File: src/rtl/clk_div_pkg.sv
// Shared constants and helpers for the clk_div_bank divider bank.
package clk_div_pkg;

    localparam int unsigned MAX_CH      = 16;
    localparam int unsigned DEFAULT_DIV = 4;

    // Channel-select width; a single-channel bank still gets a 1-bit select.
    function automatic int unsigned ch_w(input int unsigned n);
        return (n > 1) ? $clog2(n) : 1;
    endfunction

endpackage

File: src/rtl/clk_div_ch.sv
// One divider channel: shadow/active ratio, phase counter, boundary commit.
// CLK_DIV_BANK_ODD_HALF_EN adds a negedge stage for exact 50% duty on odd ratios.
module clk_div_ch
    import clk_div_pkg::*;
#(
    parameter int unsigned DIV_W   = 8,
    parameter int unsigned DEF_DIV = DEFAULT_DIV
) (
    input  logic             clk_100m,
    input  logic             rst,
    input  logic             wr_en,
    input  logic [DIV_W-1:0] wr_div,
    input  logic             sync,
    output logic             clk_out,
    output logic             ce_out,
    output logic [DIV_W-1:0] active_div
);

    localparam logic [DIV_W-1:0] DefRatio = DIV_W'(DEF_DIV);

    logic [DIV_W-1:0] shd_q, shd_d;
    logic [DIV_W-1:0] act_q, act_d;
    logic [DIV_W-1:0] ph_q, ph_d;
    logic             run_q, run_d;
    logic             clk_q, clk_d;
    logic             ce_q, ce_d;
    logic             wrap, commit;

    always_comb begin
        shd_d  = wr_en ? wr_div : shd_q;
        wrap   = run_q && (ph_q == act_q - DIV_W'(1));
        // An idle channel (after reset or stopped) re-commits every cycle.
        commit = sync || !run_q || wrap;
        act_d  = act_q;
        if (commit) begin
            act_d = (sync && wr_en) ? wr_div : shd_q;
        end
        run_d = (act_d >= DIV_W'(2));
        ph_d  = (commit || !run_d) ? '0 : ph_q + DIV_W'(1);
        clk_d = run_d && (ph_d < (act_d >> 1));
        ce_d  = run_d && (ph_d == '0);
    end

    always_ff @(posedge clk_100m or posedge rst) begin
        if (rst) begin
            shd_q <= DefRatio;
            act_q <= DefRatio;
            ph_q  <= '0;
            run_q <= 1'b0;
            clk_q <= 1'b0;
            ce_q  <= 1'b0;
        end else begin
            shd_q <= shd_d;
            act_q <= act_d;
            ph_q  <= ph_d;
            run_q <= run_d;
            clk_q <= clk_d;
            ce_q  <= ce_d;
        end
    end

`ifdef CLK_DIV_BANK_ODD_HALF_EN
    logic neg_q;

    // Holds the high level half a cycle past the last high posedge for odd ratios.
    always_ff @(negedge clk_100m or posedge rst) begin
        if (rst) begin
            neg_q <= 1'b0;
        end else begin
            neg_q <= clk_q && act_q[0];
        end
    end

    assign clk_out = clk_q | neg_q;
`else
    assign clk_out = clk_q;
`endif

    assign ce_out     = ce_q;
    assign active_div = act_q;

endmodule

File: src/rtl/clk_div_bank.sv
// Bank of NUM_CH runtime-programmable clock dividers with a shared phase-sync pulse.
// Optional macro CLK_DIV_BANK_ODD_HALF_EN: exact 50% duty for odd ratios.
module clk_div_bank
    import clk_div_pkg::*;
#(
    parameter int unsigned NUM_CH  = 4,
    parameter int unsigned DIV_W   = 8,
    parameter int unsigned DEF_DIV = DEFAULT_DIV
) (
    input  logic                      clk_100m,
    input  logic                      rst,
    input  logic                      cfg_we,
    input  logic [ch_w(NUM_CH)-1:0]   cfg_ch,
    input  logic [DIV_W-1:0]          cfg_div,
    input  logic                      sync_all,
    output logic [NUM_CH-1:0]         clk_out,
    output logic [NUM_CH-1:0]         ce_out,
    output logic [NUM_CH*DIV_W-1:0]   active_div
);

    localparam int unsigned CH_W = ch_w(NUM_CH);

    for (genvar i = 0; i < NUM_CH; i++) begin : g_ch
        logic wr_en;

        // Selects at or above NUM_CH match no channel and are dropped.
        assign wr_en = cfg_we && (cfg_ch == CH_W'(i));

        clk_div_ch #(
            .DIV_W   (DIV_W),
            .DEF_DIV (DEF_DIV)
        ) u_ch (
            .clk_100m   (clk_100m),
            .rst        (rst),
            .wr_en      (wr_en),
            .wr_div     (cfg_div),
            .sync       (sync_all),
            .clk_out    (clk_out[i]),
            .ce_out     (ce_out[i]),
            .active_div (active_div[i*DIV_W +: DIV_W])
        );
    end

endmodule

File: config.mk
export PLATFORM = sky130hd
export DESIGN_NAME = clk_div_bank
export DESIGN_NICKNAME = d
export VERILOG_FILES = /design/src/rtl/clk_div_pkg.sv /design/src/rtl/clk_div_ch.sv /design/src/rtl/clk_div_bank.sv
export SDC_FILE = /design/constraint.sdc
export NUM_CORES = 1
export LEC_CHECK = 0
export CORE_AREA = 3 3 122 124
export CTS_CLUSTER_SIZE = 16
export DETAILED_ROUTE_END_ITERATION = 12
export DIE_AREA = 0 0 125 127
export PLACE_DENSITY = 0.76
export SLEW_MARGIN = 20
export SYNTH_ARGS = -nofsm -noshare
export SYNTH_HDL_FRONTEND = slang
export SYNTH_HIERARCHICAL = 1
export SYNTH_SLANG_ARGS = --single-unit
File: constraint.sdc
create_clock -name clk_100m -period 5.6 [get_ports clk_100m]
set_input_delay 0.56 -clock clk_100m [delete_from_list [all_inputs] [get_ports clk_100m]]
set_output_delay 0.56 -clock clk_100m [all_outputs]
set_load 0.02 [all_outputs]
==> impl_metrics.yaml <==
final_layout:
  core_utilization_of_the_finished_layout_pct: 56.5
  drive_above_1_share_pct: 14.6
  areaGrowthSynthToFinish_pct: 13.4
  fin_nets: 762
  diodes: 0
clock_network:
  clk_pin_slew_worst_paths_ns: 0.07
  latest_clock_arrival_within_the_worst_skew_pair_ns: 0.35
  cts_root_buffer: "clkbuf_16"
  cts_max_level: 3
  post_cts.resized_instances: 0
  clock_sink_count: 108
  total_of_hold_buffers_inserted_after_clock_tree_synthesis: 0
  cts_made_buffers: 9
  cts_max_path_buffers: 2
  tritoncts_clock_tree: "built"
  postCtsSetupBuffers: 0
global_routing:
  grt_max_degree: 28
  global_route.usage.total_pct: 20.3
  grt_pass1_wl_mm: 26.7
  congestion_overflow_gr: 0
  number_of_antenna_violations_at_the_first_check_in_global_routing: 0
  number_of_global_route_vias_before_repair: 5340
synthesis:
  synth.largest_area_cell: "dfrtp_1"
  synth_area_per_cell_um2: 10.2
  syn-num-nets: 724
  netlist_top_cells_count: "100 x dfrtp_1, 66 x nor2_1, 60 x nand2_1"
  synth.yosys.warnings: 6
  synth-edff-count: 0
  netlist_instances: 678
  synth_sequential_area_ratio_pct: 39.2
  ys_top_cells_by_area: "dfrtp_1 36%, mux2_2 9.6%, ha_1 5.8%, xnor2_1 4.9%, mux2i_1 4.8%"
  ys_async_sr_fraction_pct: 100
  synth.ff_latch_count: 108
  post_synth_instance_area_mm2: 0.00691
  ys_dominant_reg_cell: "dfrtp_1"
  synth.top_cell.area_share_pct: 36.2
  synthMostInstantiatedCell: "dfrtp_1"
  synth.lib_cells_used.distinct: 52
timing:
  fmax_ghz: 0.245
  rsz0062_at_grt: "false"
  fin_skew_ns: 0.00524
  drv_slew: 0
  hold_violations: 0
  setup-violations-final: 0
  finalSetupTns_ns: 0
  layout_min_cycle_time_ns: 4.08
  timing.slew.headroom_pct: 34.4
  worstMarginPinSlew_ns: 0.982
  portion_of_the_clock_cycle_consumed_by_the_worst_path_in_the_final_layout_pct: 72.8
worst_setup_path:
  worst_setup_path_startpoint: "g_ch[1].u_ch/active_div[0]$_DFF_PP0_"
  timing.critical_path.fanout_max: 14
  timing.critical_path.cells: "inv_1 -> ha_1 -> nor3b_1 -> a22oi_1 -> o211ai_1 -> a2111oi_1 -> or3b_1 -> nand2b_1 -> nor2_1 -> ha_1 -> a21oi_1 -> nor2b_1 -> o21ai_0 -> nand2b_1 -> a21oi_1 -> nor2b_1 -> a2111oi_4"
  worstPathRequired_ns: 5.85
  r2r_start: "g_ch[1].u_ch/active_div[0]$_DFF_PP0_"
  critPathLaunchType: "flip-flop"
  cp-end-kind: "flip-flop"
  critical_path.max_stage_delay_ns: 0.54
  cp_slowest_cell: "or3b_1"
  worst_ep_arrival_time_ns: 4.32
  type_of_the_worst_setup_path: "flip-flop to flip-flop"
route:
  post-route-drc-count: 0
  viasPerCell: 5.77
  drt_pre_antenna_iters: 4
  detail-route-antenna-nets: 0
  wl_per_cell_um: 17.2
  drt_wl_total_mm: 15.5
  drt_iter0_drc: 415
  dr_total_vias: 5197
power:
  leakage_uw: 0.00339
  switching_power_uw: 988
  power.share.combinational_pct: 35.1
  sw_frac_of_total_pct: 35.2
  share_clk_of_total_power_pct: 24.6
  power.density_cell_area_mw_per_mm2: 358
  cell_internal_pwr_uw: 1820
  p_seq_share_pct: 40.4
  irDropWorstVdd_uv: 161
place:
  gp_congestion: 0.921
  port_buffers: 53
  detailedPlacementHpwl_mm: 11.4
status:
  run_status: "finished, final reports clean"
floorplan:
  design.die.area_mm2: 0.0159
  design.core.area_mm2: 0.0139
  die_y_um: 127
  pin_count: 54
  start_util_pct: 49.8
  core.rowCount: 43
  die_w_um: 125
hold_path:
  hold_path.class: "flip-flop to flip-flop"
  timing.hold.worst.start: "g_ch[2].u_ch/shd_q[0]$_DFFE_PP0P_"
flow_run:
  max_cap_violations: 0
## metal layers
| layer | wire length, um | GRT usage (%) | up-vias |
|---|---|---|---|
| met4 | 367 | 6.57 | 0 |
| met3 | 585 | 3.55 | 33 |
| li1 | - | - | 2471 |
| met1 | 6930 | 26.8 | 2557 |
| met5 | 0 | 0 | - |
| met2 | 7580 | 34.1 | 136 |
## worst max-delay path: cells and delay by family, from the launching register on
kind            cells  cell delay, ns
buf+inv             1            0.07
fa+ha+maj           2            0.53
simple gates        7            1.44
compound gates      7            1.44
flops               1            0.47
## through the flow
step	setup WS, ns	hold WS, ns	area [um^2]	instances	power, uW
floorplan	2.19	0.480	6910	678	1770
global placement	1.68	0.492	7510	885	2090
detailed placement	1.47	0.505	7510	885	2130
CTS	1.48	0.520	7840	901	2830
global route	1.03	0.532	7840	901	2990
finish	1.52	0.514	7840	901	2810
## layout make-up
type | count | area, um^2
Clock buffer | 13 | 260
Clock inverter | 3 | 68.8
Fill cell | 1167 | 6040
Inverter | 37 | 139
Multi-Input combinational cell | 507 | 3900
Sequential cell | 108 | 2710
Tap cell | 180 | 225
Timing Repair Buffer | 53 | 531
## state kept, by name, summed over array words and instances, names as in the netlist
register,count
g_ch.u_ch/active_div,32
g_ch.u_ch/ce_out,4
g_ch.u_ch/clk_out,4
g_ch.u_ch/ph_q,32
g_ch.u_ch/run_q,4
g_ch.u_ch/shd_q,32
## cells by family after synthesis
| logic type | after synthesis | share of synthesized area [%] |
|---|---|---|
| compound gates | 65 | 8.47 |
| xor+xnor | 70 | 8.87 |
| fa+ha+maj | 32 | 5.79 |
| buf+inv | 63 | 4.31 |
| flops | 108 | 39.2 |
| mux | 93 | 14.6 |
| simple gates | 247 | 18.7 |
## worst paths after layout
path / slack, ns / end / cells past startpoint
max: 1.52 / g_ch[1].u_ch/clk_out$_DFF_PP0_ / 17
min: 0.51 / g_ch[2].u_ch/shd_q[0]$_DFFE_PP0P_ / 1
max reg2reg: 1.52 / g_ch[1].u_ch/clk_out$_DFF_PP0_ / 17
min reg2reg: 0.51 / g_ch[2].u_ch/shd_q[0]$_DFFE_PP0P_ / 1
max in group asynchronous: 4.09 / g_ch[1].u_ch/ce_out$_DFF_PP0_ / 2
min in group asynchronous: 0.78 / g_ch[3].u_ch/shd_q[7]$_DFFE_PP0P_ / 2
## cell usage in the layout, fill, tap and decap left out, types with 8 or more instances in the layout
| cell | n |
|---|---|
| ha_1 | 32 |
| dfrtp_1 | 100 |
| nand4_1 | 16 |
| nor3_1 | 13 |
| nor2_1 | 66 |
| o21ai_0 | 14 |
| xor2_1 | 31 |
| a21oi_1 | 11 |
| clkdlybuf4s50_1 | 53 |
| nand2b_1 | 9 |
| nor3b_1 | 10 |
| mux2_2 | 59 |
| inv_1 | 34 |
| mux2i_1 | 33 |
| nand2_1 | 60 |
| xnor2_1 | 39 |
| dfstp_2 | 8 |
| clkbuf_16 | 9 |
| nand3_1 | 22 |
| nor4_1 | 15 |
## power groups by stage
stage / clock network, uW / registers [uW] / logic (uW)
2_1_floorplan: 0 / 1180 / 597
3_3_place_gp: 0 / 1130 / 951
3_5_place_dp: 0 / 1150 / 980
4_1_cts: 706 / 1130 / 990
5_1_grt: 740 / 1160 / 1080
6_report: 690 / 1130 / 985
Power figures use the tool's default switching activity.
==> RTL change 1, RTL diff (config.mk and constraints unchanged) <==
Register the input `cfg_we` before use, without a reset. The logic sees it one clock later. The other inputs are not delayed to match.
--- a/src/rtl/clk_div_bank.sv
+++ b/src/rtl/clk_div_bank.sv
@@ -22,2 +22,8 @@
 
+    logic cfg_we_q;
+
+    always_ff @(posedge clk_100m) begin
+        cfg_we_q <= cfg_we;
+    end
+
     for (genvar i = 0; i < NUM_CH; i++) begin : g_ch
@@ -26,3 +32,3 @@
         // Selects at or above NUM_CH match no channel and are dropped.
-        assign wr_en = cfg_we && (cfg_ch == CH_W'(i));
+        assign wr_en = cfg_we_q && (cfg_ch == CH_W'(i));
 
Formal check against the unedited RTL: not equivalent (a bounded check fails within 4 cycles, from zero or initial values and one cycle with rst high).
==> RTL change 1 against the original RTL <==
- total power fell by 2.8%
- combinational power is 0.7% higher
- sequential cell count up 1
- hold slack barely moved
- highest routed layer unchanged
- sequential share of layout area grew 0.40 points
- worst setup slack improved by 0.038 ns
- clock power fell by 14%
- final area decreased by 0.41%
- die area unchanged
- area after synthesis grew 0.29%
- wire length increased by 2.9%
- largest power group unchanged
==> RTL change 1: results (changes against the original RTL) <==
metric;value;unit;change
share of cells above drive strength 1;0.150;;+0.00395
DP HPWL;11.7;mm;+2.8%
Net count, final;763;;+0.13%
Worst Skew;0.00781;ns;+0.00257 ns
mux share of post-synthesis cell area;0.146;;-0.000422
syn_nets;725;;+0.14%
CTS Sinks;109;;+0.93%
wire length on met1;7.20;mm;+3.8%
placed cell areas;7530;um^2;+0.27%
sequential-to-total area share from yosys stat;0.394;;+0.00175
arrival time at the worst endpoint;4.29;ns;-0.03 ns
Via Count;5148;;-0.94%
count of cell types in the netlist;53;;+1.9%
buffering overhead;0.0679;;+0.000282
Via-to-Cell Ratio;5.71;;-1.1%
worst-margin pin slew;1.01;ns;+0.0249 ns
clkbuf count;9;;-4
ranking of synthesized cells by area;dfrtp_1 36%, mux2_2 9.6%, ha_1 5.8%;;
first-pass GRT wire length;26.3;mm;-1.4%
Synth Area in Compound Gates;0.0844;;-0.000245
grt met2 use;0.342;;+0.00127
clock share of power;0.218;;-0.028
Detailed Route Iter0 Violations;299;;-28%
status;completed;;
CP max stage delay;0.56;ns;+0.02 ns
Async SR Flop Fraction;0.991;;-0.00917
routability cong.;0.858;;-6.8%
filler cell count in the final layout;1191;;+2.1%
cells after synthesis;679;;+0.15%
DR WL met2;7.77;mm;+2.4%
Comb. pwr;0.000992;W;+0.7%
vias in the first global route;5298;;-0.79%
Avg WL per Cell;17.6;um;+2.8%
met3 GRT Util;0.0259;;-0.00962
grt met1 use;0.263;;-0.00500
Cell Area, Synth;6930;um^2;+0.29%
Psw;0.00101;W;+2.6%
area delta synth->final;12.6;%;
Register Area;2730;um^2;+0.74%
WL met3;498;um;-15%
Placement Setup Slack;1.53;ns;+0.0582 ns
[RTL change 1: worst paths after layout]
kind                            depth (start not counted)  slack, ns                            startpoint                                 to
worst max-delay path                                   17       1.56  g_ch[1].u_ch/active_div[1]$_DFF_PP0_     g_ch[1].u_ch/clk_out$_DFF_PP0_
worst min-delay path                                    1       0.51     g_ch[2].u_ch/shd_q[0]$_DFFE_PP0P_  g_ch[2].u_ch/shd_q[0]$_DFFE_PP0P_
worst max register to register                         17       1.56  g_ch[1].u_ch/active_div[1]$_DFF_PP0_     g_ch[1].u_ch/clk_out$_DFF_PP0_
worst min register to register                          1       0.51     g_ch[2].u_ch/shd_q[0]$_DFFE_PP0P_  g_ch[2].u_ch/shd_q[0]$_DFFE_PP0P_
max in group asynchronous                               2       4.06                                   rst     g_ch[2].u_ch/ph_q[6]$_DFF_PP0_
min in group asynchronous                               2       0.76                                   rst  g_ch[3].u_ch/shd_q[7]$_DFFE_PP0P_
==> RTL change 2, RTL diff (same settings) <==
Without the edit above. `NUM_CH`: 4 -> 3.
--- a/src/rtl/clk_div_bank.sv
+++ b/src/rtl/clk_div_bank.sv
@@ -5,3 +5,3 @@
 #(
-    parameter int unsigned NUM_CH  = 4,
+    parameter int unsigned NUM_CH  = 3,
     parameter int unsigned DIV_W   = 8,
Interface: changed (resized active_div, ce_out and clk_out); port bits go from 54 to 44. The function was not compared with the original's and may differ.
==> RTL change 2 against the original RTL <==
- sequential cell count shrank 27
- hold slack lost 0.0020 ns
- via count shrank 24%
- area after synthesis fell by 25%
- wire length shrank 23%
- combinational power down 24%
- global-route usage decreased by 4.9 points
- worst setup slack better by 0.19 ns
- first-iteration DRC count up 1.7%
- final area down 23%
- total power is 22% lower
- critical path type unchanged
- critical endpoint is now g_ch[0].u_ch/clk_out$_DFF_PP0_
- largest power group unchanged
- highest routed layer unchanged
==> RTL change 2: results (changes against the original RTL) <==
metric;value;unit;change
Post-synth top cells;75 x dfrtp_1, 51 x nand2_1, 45 x mux2_2, 45 x nor2_1, 30 x xnor2_1;;
Non-CTS buffers;43;;-19%
clk tree area frac;0.0480;;+0.00604
DP HPWL;8.94;mm;-22%
reg2reg end;g_ch[0].u_ch/clk_out$_DFF_PP0_;;
sequential-to-total area share from yosys stat;0.392;;about the same
vias in the first global route;4057;;-24%
final wirelength;12.0;mm;-23%
reg2reg setup slack;1.71;ns;+0.19 ns
Register Area;2030;um^2;-25%
buffering overhead;0.0715;;+0.00384
CP max stage delay;0.56;ns;+0.02 ns
first-pass GRT wire length;20.0;mm;-25%
arrival time at the worst endpoint;4.10;ns;-0.22 ns
Net count, final;581;;-24%
Crit path max-delay family;compound AO/OA/AOI/OAI gates;;
clkbuf count;11;;-2
CTS Buf Count;9;;unchanged
share of cells above drive strength 1;0.150;;+0.00400
insertion delay to the later sink of the worst-skew pair;0.33;ns;-0.02 ns
Detailed Route Iter0 Violations;422;;+1.7%
seq_cells;81;;-25%
Worst Skew;0.00760;ns;+0.00236 ns
placed insts;712;;-20%
ranking of synthesized cells by area;dfrtp_1 36%, mux2_2 9.8%, ha_1 5.8%;;
Placement Setup Slack;1.63;ns;+0.160 ns
grt met2 use;0.260;;-0.0810
clk root buf;clkbuf_16;;
Psw;0.000774;W;-22%
met3 GRT Util;0.0364;;+0.000836
Inverters;27;;-27%
switching share of power;0.356;;+0.00373
filler cell count in the final layout;1284;;+10%
clock share of power;0.261;;+0.015
fraction of area in multi-input gates;0.488;;-0.00967
combinational power share;0.344;;-0.007
syn_nets;545;;-25%
WL met3;622;um;+6.3%
Via-to-Cell Ratio;5.41;;-6.3%
Critical-path top delay cell;a41oi_4;;
fmax;0.257;GHz;+4.8%
DR WL met2;5.96;mm;-21%
reg-to-reg startpoint;g_ch[0].u_ch/active_div[1]$_DFF_PP0_;;
GRT Resource Usage Total;0.153;;-0.0493
post-route cell area;6020;um^2;-23%
wire length on met1;5.13;mm;-26%
status;completed;;
Multi-In Gates;381;;-25%
post-CTS setup buffer count;0;;unchanged
R2R depth;14;;-3
cells after synthesis;507;;-25%
maximum VDD drop;0.000145;V;-9.9%
placed cell areas;5730;um^2;-24%
count of cell types in the netlist;38;;-27%
Pleak;2.58;nW;-24%
routability cong.;0.896;;-2.6%
-- RTL change 2: cell types whose count changed after synthesis, sizes merged, moves of 9 or more --
cell / delta
nor2: -21
mux2: -15
xnor2: -9
mux2i: -9
inv: -10
nand2: -9
dfrtp: -25
-- RTL change 2: cells by family (layout without fill, tap and decap cells) --
logic type,count (synthesis),after routing,share of synthesized area
AO/OA/AOI/OAI,48,48,0.0832
XOR/XNOR,54,54,0.0912
adder cells (fa/ha/maj),24,24,0.0579
buffers and inverters,45,86,0.0412
flip-flops,81,81,0.392
multiplexers,69,69,0.144
AND/OR/NAND/NOR,186,186,0.190
-- RTL change 2: how the worst min path moves through the flow --
stage,startpoint,endpoint,depth (start not counted),slack [ns]
after global placement,g_ch[1].u_ch/shd_q[0]$_DFFE_PP0P_,g_ch[1].u_ch/shd_q[0]$_DFFE_PP0P_,1,0.49
after global routing,g_ch[2].u_ch/shd_q[0]$_DFFE_PP0P_,g_ch[2].u_ch/shd_q[0]$_DFFE_PP0P_,1,0.53
after detailed placement,g_ch[1].u_ch/shd_q[0]$_DFFE_PP0P_,g_ch[1].u_ch/shd_q[0]$_DFFE_PP0P_,1,0.50
after CTS,g_ch[1].u_ch/shd_q[0]$_DFFE_PP0P_,g_ch[1].u_ch/shd_q[0]$_DFFE_PP0P_,1,0.51
after floorplan,g_ch[0].u_ch/shd_q[0]$_DFFE_PP0P_,g_ch[0].u_ch/shd_q[0]$_DFFE_PP0P_,1,0.48
final,g_ch[1].u_ch/shd_q[0]$_DFFE_PP0P_,g_ch[1].u_ch/shd_q[0]$_DFFE_PP0P_,1,0.51
